## config.mk

```make
export PLATFORM = sky130hd
export DESIGN_NAME = fixed_p_std_div_pipe
export DESIGN_NICKNAME = d
export VERILOG_FILES = /design/src/rtl/fixed_p_pkg.sv /design/src/rtl/fixed_p_div_step.sv /design/src/rtl/fixed_p_std_div_pipe.sv
export SDC_FILE = /design/constraint.sdc
export NUM_CORES = 1
export LEC_CHECK = 0
export BUFFER_PORTS_ARGS = -buffer_cell sky130_fd_sc_hd__buf_4
export CORE_MARGIN = 2
export CORE_UTILIZATION = 45
export CTS_CLUSTER_SIZE = 8
export DETAILED_ROUTE_END_ITERATION = 8
export SLEW_MARGIN = 20
export SYNTH_ARGS = -nofsm -noshare
export SYNTH_HDL_FRONTEND = slang
export SYNTH_SLANG_ARGS = --single-unit
```

## constraint.sdc

```tcl
create_clock -name clk -period 5.8 [get_ports clk]
set_input_delay 0.58 -clock clk [delete_from_list [all_inputs] [get_ports clk]]
set_output_delay 0.58 -clock clk [all_outputs]
set_load 0.005 [all_outputs]
```

## src/rtl/fixed_p_pkg.sv

```systemverilog
// Shared types and helpers for the fixed-point divider family.
// Combinational only (no latency); no flow control involved.
// State encoding for the divider FSM plus the iteration-count helper.
package fixed_p_pkg;

  typedef enum logic [1:0] {IDLE, CALC, DONE} fixed_p_div_state_t;

  // One restoring step per bit of the extended dividend {left, fract_width'b0}.
  function automatic int div_iters(input int width, input int fract_width);
    return width + fract_width;
  endfunction

endpackage

```

## src/rtl/fixed_p_div_step.sv

```systemverilog
// Single restoring division step: shift one dividend bit into the partial remainder, trial-subtract.
// Purely combinational, zero latency.
// No backpressure; evaluated every cycle by the owning FSM.
module fixed_p_div_step #(
  parameter int width = 32
) (
  input  logic [width:0]   prem,
  input  logic             din,
  input  logic [width-1:0] divisor,
  output logic [width:0]   prem_nxt,
  output logic             qbit
);

  logic [width+1:0] shifted;
  logic [width:0]   diff;

  assign shifted = {prem, din};
  assign qbit    = shifted >= (width+2)'(divisor);
  // When the trial subtraction succeeds the result always fits in width+1 bits.
  assign diff     = shifted[width:0] - {1'b0, divisor};
  assign prem_nxt = qbit ? diff : shifted[width:0];

endmodule

```

## src/rtl/fixed_p_std_div_pipe.sv

```systemverilog
// Iterative unsigned fixed-point divider (restoring, one quotient bit per cycle), go/done handshake.
// Latency: width+fract_width+1 cycles from go to done (1 cycle on divide-by-zero); II = width+fract_width+2.
// No backpressure: go is only sampled in IDLE; `FIXED_P_DIV_STATUS_EN adds div_by_zero/overflow outputs.
module fixed_p_std_div_pipe
  import fixed_p_pkg::*;
#(
  parameter int width       = 32,
  parameter int int_width   = 8,
  parameter int fract_width = 24
) (
  input  logic             clk,
  input  logic             reset,
  input  logic             go,
  input  logic [width-1:0] left,
  input  logic [width-1:0] right,
  output logic [width-1:0] out_quotient,
  output logic [width-1:0] out_remainder,
`ifdef FIXED_P_DIV_STATUS_EN
  output logic             div_by_zero,
  output logic             overflow,
`endif
  output logic             done
);

  localparam int n_iter = div_iters(width, fract_width);
  localparam int cnt_w  = (n_iter > 1) ? $clog2(n_iter) : 1;
  localparam logic [cnt_w-1:0] last_cnt = cnt_w'(n_iter - 1);

  if (int_width + fract_width != width) begin : g_fmt_chk
    $error("fixed_p_std_div_pipe: int_width + fract_width must equal width");
  end

  fixed_p_div_state_t state, state_nxt;

  // dq_q starts as the extended dividend; quotient bits fill in from the LSB as dividend bits leave the MSB.
  logic [n_iter-1:0] dq_q;
  logic [n_iter-1:0] q_nxt;
  logic [width-1:0]  divisor_q;
  logic [width:0]    prem_q;
  logic [width:0]    step_rem;
  logic              step_q;
  logic [cnt_w-1:0]  cnt_q;

  fixed_p_div_step #(.width(width)) u_step (
    .prem     (prem_q),
    .din      (dq_q[n_iter-1]),
    .divisor  (divisor_q),
    .prem_nxt (step_rem),
    .qbit     (step_q)
  );

  assign q_nxt = {dq_q[n_iter-2:0], step_q};
  assign done  = (state == DONE);

  always_ff @(posedge clk) begin
    if (!reset) state <= IDLE;
    else        state <= state_nxt;
  end

  always_comb begin
    state_nxt = state;
    case (state)
      IDLE:    if (go) state_nxt = (right == '0) ? DONE : CALC;
      CALC:    if (cnt_q == '0) state_nxt = DONE;
      DONE:    state_nxt = IDLE;
      default: state_nxt = IDLE;
    endcase
  end

  always_ff @(posedge clk) begin
    if (!reset) begin
      dq_q          <= '0;
      divisor_q     <= '0;
      prem_q        <= '0;
      cnt_q         <= '0;
      out_quotient  <= '0;
      out_remainder <= '0;
    end else begin
      case (state)
        IDLE: begin
          if (go) begin
            dq_q      <= n_iter'(left) << fract_width;
            divisor_q <= right;
            prem_q    <= '0;
            cnt_q     <= last_cnt;
            if (right == '0) begin
              cnt_q         <= '0;
              out_quotient  <= '1;
              out_remainder <= left;
            end
          end
        end
        CALC: begin
          dq_q   <= q_nxt;
          prem_q <= step_rem;
          if (cnt_q == '0) begin
            // Results are registered on the final step so they are valid while done is high.
            out_quotient  <= q_nxt[width-1:0];
            out_remainder <= step_rem[width-1:0];
          end else begin
            cnt_q <= cnt_q - cnt_w'(1);
          end
        end
        default: ;
      endcase
    end
  end

`ifdef FIXED_P_DIV_STATUS_EN
  always_ff @(posedge clk) begin
    if (!reset) begin
      div_by_zero <= 1'b0;
      overflow    <= 1'b0;
    end else if (state == IDLE && go && right == '0) begin
      div_by_zero <= 1'b1;
      overflow    <= 1'b1;
    end else if (state == CALC && cnt_q == '0) begin
      div_by_zero <= 1'b0;
      overflow    <= (q_nxt >> width) != '0;
    end
  end
`endif

endmodule

```

==> flow_metrics.tcl <==
set metrics [dict create \
    initial_core_util_pct 45.70 \
    status "finished clean" \
    via_per_inst 5.617 \
    cts.clk_slew.worst_paths_ps 80 \
    clock_sink_count 193 \
    final_nets 1382 \
    worstSetupEndpointType "flip-flop" \
    leakagePower_nw 4.461 \
    core.rowCount 53 \
    cp_data_required_time_ps 6090 \
    synth_top_cell_by_area "dfxtp_1" \
    synthFlopType "dfxtp_1" \
    p_per_area_mw_per_mm2 520.7 \
    die_h_um 149.6 \
    drtIter0Drc 506 \
    diodes 0 \
    hold_buffers 0 \
    yosysWarnings 0 \
    dp_hpwl_um 19870 \
    drt_wl_total_um 28110 \
    syn_inst 1202 \
    core_mm2 0.02089 \
    n_fill_cell 2043 \
    cp_max_fo 13 \
    synth_area_mm2 0.009545 \
    finalClockSkew_ps 11.17 \
    cap_violations 0 \
    synth_area_leaders "dfxtp_1 (40%), nand2_1 (8.4%), a21oi_1 (5.8%)" \
    wl_per_cell_um 17.93 \
    hold_class "in -> reg" \
    post_cts_buffers 0 \
    grt.overflow.total 0 \
    vias 8807 \
    synth_most_common_cell "nand2_1" \
    syn-num-nets 1304 \
    ctsRootBufferMaster "clkbuf_16" \
    cts_resized 0 \
    cts_tree "done" \
    die_x_um 149.6 \
    hold_ws_ps 391.9 \
    clkLatencyLatePin_ps 440 \
    critPathKind "reg -> reg" \
    grt_usage_pct 25.07 \
    layout-drive-gt1-share_pct 16.01 \
    dr.pass1.iters 5 \
    finalSetupTns_ps 0 \
    synth_edf_count 0 \
    syn_area_per_cell_um2 7.941 \
    synthTopCellsByCount "nand2_1 (214), dfxtp_1 (193), a21oi_1 (111)" \
    max-slew-margin-rel_pct 26.35 \
    htree_levels 4 \
    area_growth_pct 18.32 \
    top_level_ports 132 \
    grt_pass1_vias 8293 \
    slew_violations 0 \
    finalCriticalPeriod_ps 3554 \
    yosysSeqAreaShare_pct 40.48 \
    cts_made_buffers 17 \
    gp_congestion 0.9341 \
    rsz0062_at_grt "no" \
    grt_max_degree 95 \
    ys_seq_elements 193 \
    grt_antenna_before_repair 0 \
    synth_top_area_share_pct 40.48 \
    hold_viol_final 0 \
    async_flop_share_pct 0 \
    start_kind "flip-flop" \
    max_freq_ghz 0.2814 \
    worst_pin_slew_ps 1102 \
    dieArea_mm2 0.02239 \
    synthDistinctLibCells 69 \
    setup_viol 0 \
    clockBufferDepth 2 \
    drc 0 \
    io_buffers 131 \
    grt_pass1_wl_um 44090 \
    ant_nets 0 \
    ir_drop_mv 0.2939 \
    arrival_ps 3850 \
    fin_crit_sh_pct 61.27 \
]
-- cell type report --
| class | count | area (µm²) | share of cell area (%) |
|---|---|---|---|
| Timing Repair Buffer | 140 | 1064 | 9.416 |
| Clock inverter | 15 | 200.2 | 1.772 |
| Tap cell | 275 | 344.1 | 3.046 |
| Multi-Input combinational cell | 883 | 5229 | 46.29 |
| Clock buffer | 17 | 425.4 | 3.766 |
| Inverter | 45 | 168.9 | 1.496 |
| Sequential cell | 193 | 3864 | 34.21 |
-- cell families after synthesis --
logic type | share of synthesized area [%]
buffers and inverters | 5.191
AOI/OAI and AO/OA | 22.45
adders and majority gates | 4.666
muxes | 3.827
DFF | 40.48
xor gates and xnor gates | 2.386
and+or+nand+nor | 21.00
-- placed cells by master (no fill, tap or decap), types with 20 or more instances in the layout --
master,instances
nand2_1,214
dfxtp_1,193
buf_4,139
a21oi_1,111
nor2_1,82
nor3_1,68
o21ai_0,60
inv_1,44
a22oi_1,36
ha_1,34
a21boi_0,33
a31oi_1,22
nand3_1,22
xnor2_1,21
mux2i_1,20
-- power by group --
part	switching, W	leakage [nW]	internal (W)
clock	0.000609	0.305	0.000632
sequential	0.000139	1.57	0.00147
combinational	0.00177	2.58	0.00126
total	0.00252	4.46	0.00337
-- metrics by stage --
step	worst slack (ps)	total power [W]	instances	area (µm²)	util, %
after floorplan	2834	0.003907	1202	9545	-
after global placement	2404	0.004608	1535	10650	50.98
after detailed placement	2295	0.004623	1535	10650	50.98
after CTS	2284	0.005884	1567	11270	53.97
after global routing	2000	0.006240	1568	11290	54.07
final	2246	0.005881	1568	11290	54.07
-- per-layer routing --
layer | part of all wire, % | track usage (%) | vias to the layer above
li1 | - | - | 4380
met1 | 44 | 31.32 | 4206
met2 | 50 | 43.83 | 176
met3 | 3.4 | 3.933 | 45
met4 | 2.8 | 8.667 | 0
met5 | 0 | 0 | -
-- registers in the layout, indices dropped and copies added, names as in the netlist --
name / count
dq_q: 56
cnt_q: 6
out_quotient: 32
out_remainder: 32
state: 2
prem_q: 33
divisor_q: 32
-- worst max-delay path, cell delays in order (launching register included) --
cell and delay, ps:
dfxtp_1 320, inv_1 50, ha_1 160, inv_1 60, fa_1 400, a21o_1 220, a311o_1 400, a21oi_2 220
nor3b_2 80, o21ai_1 360, and2_1 540, nor2_1 190, a221oi_1 350, nor2_1 60
-- path summary, 6_finish.rpt --
path | from | end | slack, ps | cells past startpoint
max | dq_q[55]$_SDFFE_PN0P_ | prem_q[29]$_SDFFE_PN0P_ | 2250 | 13
min | right[3] | divisor_q[3]$_SDFFE_PN0P_ | 390 | 3
max reg2reg | dq_q[55]$_SDFFE_PN0P_ | prem_q[29]$_SDFFE_PN0P_ | 2250 | 13
min reg2reg | divisor_q[11]$_SDFFE_PN0P_ | divisor_q[11]$_SDFFE_PN0P_ | 460 | 2
No activity file was read; power rests on OpenSTA's default activity.
